--- src/rtl/page_recycler.sv ---
// Walks released page chains through the next-page table and pushes each page to the free list.
// Optional chain-length guard enabled by defining PAGE_GUARD_EN.
module page_recycler #(
    parameter int ADDR_W    = 11,
    parameter int NUM_PAGES = 2048,
    parameter int REQ_DEPTH = 4
) (
    input  logic              clk,
    input  logic              rst_n,
    input  logic              rel_valid,
    output logic              rel_ready,
    input  logic [ADDR_W-1:0] rel_head,
    input  logic [ADDR_W-1:0] rel_tail,
    output logic              nxt_rd_en,
    output logic [ADDR_W-1:0] nxt_rd_addr,
    input  logic [ADDR_W-1:0] nxt_rd_data,
    output logic              push_tail,
    output logic [ADDR_W-1:0] tail_addr,
    output logic              busy,
    output logic              chain_err
);

    localparam int PW = $clog2(REQ_DEPTH);

    typedef enum logic {IDLE, WALK} state_t;

    if ((1 << ADDR_W) < NUM_PAGES) begin : g_bad_cfg
        $error("NUM_PAGES exceeds the page address space");
    end

    state_t            state, next_state;
    logic [ADDR_W-1:0] q_head [REQ_DEPTH];
    logic [ADDR_W-1:0] q_tail [REQ_DEPTH];
    logic [PW-1:0]     wr_ptr, rd_ptr;
    logic [PW:0]       count;
    logic              full, empty, acc, pop;
    logic [ADDR_W-1:0] head_r, tail_r, p;
    logic              first, abort;

    assign full      = (count == (PW+1)'(REQ_DEPTH));
    assign empty     = (count == '0);
    assign rel_ready = !full;
    assign acc       = rel_valid && rel_ready;
    assign busy      = (state != IDLE) || !empty;
    assign p         = first ? head_r : nxt_rd_data;

`ifdef PAGE_GUARD_EN
    localparam int CW = $clog2(NUM_PAGES) + 1;
    logic [CW-1:0] cnt;

    assign abort = (cnt == CW'(NUM_PAGES));

    // Count pushes of the current chain; cleared when a chain is popped
    always_ff @(posedge clk or negedge rst_n) begin
        if (!rst_n) begin
            cnt <= '0;
        end else if (pop) begin
            cnt <= '0;
        end else if (push_tail) begin
            cnt <= cnt + 1'b1;
        end
    end
`else
    assign abort = 1'b0;
`endif

    // Release request FIFO of {head, tail}
    always_ff @(posedge clk or negedge rst_n) begin
        if (!rst_n) begin
            wr_ptr <= '0;
            rd_ptr <= '0;
            count  <= '0;
            for (int i = 0; i < REQ_DEPTH; i++) begin
                q_head[i] <= '0;
                q_tail[i] <= '0;
            end
        end else begin
            if (acc) begin
                q_head[wr_ptr] <= rel_head;
                q_tail[wr_ptr] <= rel_tail;
                wr_ptr         <= wr_ptr + 1'b1;
            end
            if (pop) begin
                rd_ptr <= rd_ptr + 1'b1;
            end
            case ({acc, pop})
                2'b10:   count <= count + 1'b1;
                2'b01:   count <= count - 1'b1;
                default: count <= count;
            endcase
        end
    end

    // State and current-chain registers
    always_ff @(posedge clk or negedge rst_n) begin
        if (!rst_n) begin
            state  <= IDLE;
            head_r <= '0;
            tail_r <= '0;
            first  <= 1'b0;
        end else begin
            state <= next_state;
            if (pop) begin
                head_r <= q_head[rd_ptr];
                tail_r <= q_tail[rd_ptr];
                first  <= 1'b1;
            end else if (state == WALK) begin
                first <= 1'b0;
            end
        end
    end

    // Next-state and walk outputs
    always_comb begin
        next_state  = state;
        pop         = 1'b0;
        push_tail   = 1'b0;
        tail_addr   = '0;
        nxt_rd_en   = 1'b0;
        nxt_rd_addr = '0;
        chain_err   = 1'b0;
        case (state)
            IDLE: begin
                if (!empty) begin
                    pop        = 1'b1;
                    next_state = WALK;
                end
            end
            WALK: begin
                if (abort) begin
                    chain_err  = 1'b1;
                    next_state = IDLE;
                end else begin
                    push_tail = 1'b1;
                    tail_addr = p;
                    if (p == tail_r) begin
                        next_state = IDLE;
                    end else begin
                        nxt_rd_en   = 1'b1;
                        nxt_rd_addr = p;
                    end
                end
            end
            default: next_state = IDLE;
        endcase
    end

endmodule
--- config.mk ---
export PLATFORM = sky130hd
export DESIGN_NAME = page_recycler
export DESIGN_NICKNAME = d
export VERILOG_FILES = /design/src/rtl/page_recycler.sv
export SDC_FILE = /design/constraint.sdc
export NUM_CORES = 1
export LEC_CHECK = 0
export ABC_AREA = 1
export CAP_MARGIN = 0
export CORE_UTILIZATION = 48
export DETAILED_ROUTE_END_ITERATION = 16
export GPL_TIMING_DRIVEN = 0
export HOLD_SLACK_MARGIN = 0.08
export PLACE_DENSITY = 0.69
export SYNTH_ARGS = -nofsm -noshare
export SYNTH_HDL_FRONTEND = slang
export SYNTH_SLANG_ARGS = --single-unit
--- constraint.sdc ---
create_clock -name clk -period 4.1 [get_ports clk]
set_clock_uncertainty 0.05 [all_clocks]
set_input_delay 0.82 -clock clk [delete_from_list [all_inputs] [get_ports clk]]
set_output_delay 0.82 -clock clk [all_outputs]
set_load 0.01 [all_outputs]
==> flow_summary.ini, run 1 <==
[synth]
yosysMostFrequentCell = nand2_1
ys.warnings.count = 0
ys_ff_latch = 119
synth_area_leaders = dfrtp_1, o21ai_0, nand2_1, nor2_1, inv_1
post_synth_instance_area_um2 = 5620
synthFlopType = dfrtp_1
synth_edf_count = 0
synth_compound_area_frac = 0.165
yosysSeqAreaShare = 0.530
synthSimpleGateAreaFrac = 0.201
ys_types = 26
synth.avg_cell_area_um2 = 8.06
syn_nets = 740
synthAdderAreaFrac = 0.0147
async_flop_share = 1.00
synth_top_area_share = 0.530
synth_mux_area_frac = 0
synth_top_family_by_area = simple AND/OR/NAND/NOR gates
yosys.area.top_type = dfrtp_1
ys_top_cells_by_count = nand2_1, o21ai_0, dfrtp_1
synth-xor-area-share = 0.00623
synth_cells = 698

[clock_network]
htreeDepth = 4
tritoncts = yes
clockBufferDepth = 2
numCtsBuffers = 17
clk_pin_slew_worst_paths_ns = 0.05
clock_latency_ns = 0.41
cts-root-buf = clkbuf_16
post_cts_buffers = 0
clock-sinks = 119
cts_resized = 0
ctsHoldBuffers = 0

[worst_setup_path]
ff2ff_setup_slack_ns = 1.71
crit_path_end_kind = primary output
timing.rr.end = count[2]
required_ns = 3.23
setup.worst_path.start_class = input pin
timing.rr.start = count[0]
crit_chain = clkdlybuf4s50_1 > o21ai_0 > nand2_1 > nand2_1 > nor2_1 > nand3_1 > nand2_2 > buf_12 > nor2_2 > clkdlybuf4s50_1
critical_path.max_stage_delay_ns = 0.55
critPathMaxFanout = 10
cp.arrival_ns = 2.74
r2r_cells = 11
endpoint = nxt_rd_addr[9]
crit_type = input pin to primary output
slowest_stage = clkdlybuf4s50_1
crit_start = nxt_rd_data[1]

[floorplanning]
initial_utilization = 0.492
die_h_um = 110
coreArea_um2 = 11400
die_x_um = 110
pin_count = 63
dieArea_um2 = 12200
rows = 39

[routing]
drt_iter0_markers = 434
vias = 5056
drcViolationCount = 0
wl_um = 15400
routedWlPerCell_um = 16.5
ant_nets = 0
dr.pass1.iters = 5
via_per_inst = 5.41

[sta]
finalHoldViolCount = 0
finalCritPeriodShare = 0.881
rsz0062_at_grt = no
tightest_slew_ns = 0.687
relSlewSlack = 0.542
tns_ns = 0
drv_slew = 0
setup_viol = 0
clock.fmax_mhz = 277
finalCriticalPeriod_ns = 3.61

[power]
peakVddDrop_mv = 0.358
p_per_area_nw_per_um2 = 761
clockPowerShare = 0.287
swShare = 0.371
p_total_w = 0.00537
p_leak_nw = 3.36
p_seq_frac = 0.366
p_comb_frac = 0.347
p_int_w = 0.00338
power_switching_w = 0.00199

[global_routing]
grt_pass1_wl_um = 24400
antenna_found_initial = 0
grt_max_degree = 92
grt_pass1_vias = 4921
grt_use_total = 0.275
grt-ovfl-total = 0

[run]
max_cap_violations = 0

[placed_design]
dp.final_hpwl_um = 10200
gp_congestion = 0.834
numPortBuffers = 61

[final_layout]
layout.nets = 821
multi_input_area_um2 = 2180
antenna_cells = 0
post-route-util = 0.619
regArea_um2 = 2980
area_delta_synth_final_pct = 25.6
nFillCells = 1041
drive_above_1_share = 0.0922

[status]
outcome = completed

[worst_hold_path]
hold_class = input pin to async pin
-- worst max-delay path, delay by kind of cell --
family | cells | cell delay (ns)
compound gates | 1 | 0.31
buf+inv | 3 | 1.13
simple gates | 6 | 0.48
-- worst min path at each step --
stage,startpoint,end,slack (ns),cells after the start
finish,rst_n,tail_r[5],0.23,1
global route,rst_n,head_r[4],0.24,1
CTS,rst_n,tail_r[5],0.23,1
detailed placement,q_tail[14],q_tail[14],0.42,2
global placement,q_tail[18],q_tail[18],0.41,2
floorplan,q_head[11],q_head[11],0.40,2
-- through the flow --
| stage | instance area [um2] | hold slack [ns] | setup WS (ns) | cells |
|---|---|---|---|---|
| floorplan | 5620 | 0.398 | 1.57 | 698 |
| global placement | 6410 | 0.411 | -2.25 | 902 |
| detailed placement | 6440 | 0.418 | 0.491 | 903 |
| CTS | 7060 | 0.230 | 0.480 | 935 |
| global route | 7060 | 0.238 | 0.270 | 935 |
| finish | 7060 | 0.232 | 0.488 | 935 |
-- logic make-up (layout without fill, tap and decap cells) --
group,Yosys count,in the layout
simple gates,282,282
compound gates,179,179
other cells,1,1
buf+inv,107,201
xor+xnor,4,4
flops,119,119
fa+ha+maj,6,6
-- layer usage --
metal | wire [um] | vias to the layer above | track usage
met4 | 352 | 0 | 0.125
met1 | 6330 | 2421 | 0.334
met3 | 1050 | 33 | 0.0717
met5 | 0 | - | 0
met2 | 7670 | 198 | 0.458
li1 | - | 2404 | -
-- final cells by class --
| type | instances | area share |
|---|---|---|
| plain buffers | 40 | 0.0298 |
| clock buffers | 19 | 0.0627 |
| clock inverters | 13 | 0.0253 |
| inverters | 67 | 0.0363 |
| multi-input cells | 472 | 0.308 |
| flip-flops and latches | 119 | 0.422 |
| well taps | 143 | 0.0253 |
| repair buffers | 62 | 0.0905 |
-- cells in the final DEF (no fill, tap or decap), drive strengths merged, types with 4 or more instances in the layout --
master,instances
nand2,186
o21ai,156
dfrtp,119
nor2,78
inv,66
clkdlybuf4s50,60
clkbuf,40
o22ai,21
buf,21
nand3,17
clkinv,6
ha,5
clkinvlp,4
bufinv,4
-- power groups by stage --
stage / Clock [W] / Sequential (W) / Combinational (W)
2_1_floorplan: 0 / 0.00190 / 0.00119
3_3_place_gp: 0 / 0.00195 / 0.00175
3_5_place_dp: 0 / 0.00197 / 0.00182
4_1_cts: 0.00155 / 0.00196 / 0.00185
5_1_grt: 0.00162 / 0.00203 / 0.00208
6_report: 0.00154 / 0.00197 / 0.00187
-- sequential cells by signal, summed over array words and instances (netlist names) --
register and cells:
count 3, first 1, head_r 11, q_head 44, q_tail 44, rd_ptr 2, state 1, tail_r 11
wr_ptr 2
Note: power is estimated with default switching activity, not from simulation.
==> inputs of run 2 (changes only) <==
- MAX_ROUTING_LAYER: default -> met4
==> flow_summary.ini, run 2 (same netlist as run 1, synthesis figures left out) <==
[final_layout]
final_cell_area_um2 = 7060
antenna_cells = 0
reg_top3 = q_head (44), q_tail (44)
drive_above_1_share = 0.0922
layout_common_cells = nand2_1, o21ai_0, dfrtp_1, nor2_1, inv_1
area_delta_synth_final_pct = 25.6
layout.nets = 821
final_common_cell = nand2_1

[sta]
setup_ws_ns = 0.490
setup_viol = 0
holdWs_ns = 0.227
finalCritPeriodShare = 0.881
finalHoldViolCount = 0
relSlewSlack = 0.545
tns_ns = 0
drv_slew = 0
tightest_slew_ns = 0.683
finalCriticalPeriod_ns = 3.61
clock.fmax_mhz = 277
rsz0062_at_grt = no

[worst_setup_path]
setup.worst_path.start_class = input pin
timing.rr.end = count[2]
critPathMaxFanout = 10
ff2ff_setup_slack_ns = 1.72
path_depth = 10
timing.critical_path.buf_inv = 3
crit_path_end_kind = primary output
cp.arrival_ns = 2.74
crit_type = input pin to primary output
slowest_stage = clkdlybuf4s50_1
r2r_cells = 11
required_ns = 3.23
critPathTopFamily = buffers and inverters
critical_path.max_stage_delay_ns = 0.55
crit_start = nxt_rd_data[1]
crit_chain = clkdlybuf4s50_1 > o21ai_0 > nand2_1 > nand2_1 > nor2_1 > nand3_1 > nand2_2 > buf_12 > nor2_2 > clkdlybuf4s50_1
endpoint = nxt_rd_addr[9]
timing.rr.start = count[0]

[placed_design]
placed_area_um2 = 6440
dp.final_hpwl_um = 10200
gp_congestion = 0.846
numPortBuffers = 61
place_worst_setup_slack_ns = 0.491

[floorplanning]
pin_count = 63
dieArea_um2 = 12200
initial_utilization = 0.492
die_h_um = 110
coreArea_um2 = 11400
die_x_um = 110
rows = 39

[routing]
ant_nets = 0
vias = 5095
via_per_inst = 5.45
drcViolationCount = 0
routedWlPerCell_um = 16.5
wl_um = 15500
dr.pass1.iters = 5
drt_iter0_markers = 467

[run]
max_cap_violations = 0

[global_routing]
grt_max_degree = 92
antenna_found_initial = 0
grt-ovfl-total = 0
grt_pass1_vias = 4923
grt_use_total = 0.283
grt_pass1_wl_um = 24400

[clock_network]
post_cts_buffers = 0
cts_resized = 0
tritoncts = yes
htreeDepth = 4
cts-root-buf = clkbuf_16
ctsHoldBuffers = 0
numCtsBuffers = 17
clock-sinks = 119
clockBufferDepth = 2
clk_pin_slew_worst_paths_ns = 0.05
clock_latency_ns = 0.41

[power]
peakVddDrop_mv = 0.360
p_per_area_nw_per_um2 = 762
p_leak_nw = 3.36

[status]
outcome = completed

[worst_hold_path]
hold_class = input pin to async pin
-- run 2: cell counts in the layout (fill, tap and decap cells not counted) --
No cell type changed its count.
-- run 2: final cells by class --
class,instances,area (um2)
multi-input cells,472,2180
clock inverters,13,179
clock buffers,19,443
well taps,143,179
plain buffers,40,210
inverters,67,256
flip-flops and latches,119,2980
fillers,1041,4360
repair buffers,62,639
-- run 2: metal layers --
metal / vias to the layer above / part of all wire / track usage
met5: - / 0 / -
met4: 0 / 0.021 / 0.117
met3: 29 / 0.075 / 0.0770
met2: 216 / 0.50 / 0.459
met1: 2444 / 0.41 / 0.334
li1: 2406 / - / -
-- run 2: worst min-delay path by stage --
stage | end | slack (ns)
after floorplan | q_head[11] | 0.40
after global placement | q_tail[18] | 0.41
after detailed placement | q_tail[14] | 0.42
after CTS | tail_r[5] | 0.23
after global routing | head_r[4] | 0.24
final | tail_r[5] | 0.23
-- run 2: worst reg2reg max path: stages (launching register included) --
cell	delay, ns
dfrtp_1	0.39
nor3_1	0.10
nor2_1	0.15
buf_2	0.24
clkbuf_1	0.35
ha_1	0.23
inv_1	0.07
fa_1	0.39
nor2_1	0.12
nor2_1	0.05
nand2_1	0.07
xnor2_1	0.11
-- run 2: where the power goes --
| part | total, W | leakage (nW) | internal [W] | switching, W |
|---|---|---|---|---|
| clock | 0.00154 | 0.295 | 0.00103 | 0.000518 |
| combinational | 0.00187 | 1.55 | 0.000656 | 0.00121 |
| sequential | 0.00197 | 1.51 | 0.00170 | 0.000272 |
| total | 0.00538 | 3.36 | 0.00338 | 0.00200 |
-- run 2: through the flow --
step / power [W] / cells / util
6_report: 0.00538 / 935 / 0.619
5_1_grt: 0.00573 / 935 / 0.619
4_1_cts: 0.00536 / 935 / 0.619
3_5_place_dp: 0.00378 / 903 / 0.564
3_3_place_gp: 0.00371 / 902 / 0.562
2_1_floorplan: 0.00310 / 698 / -
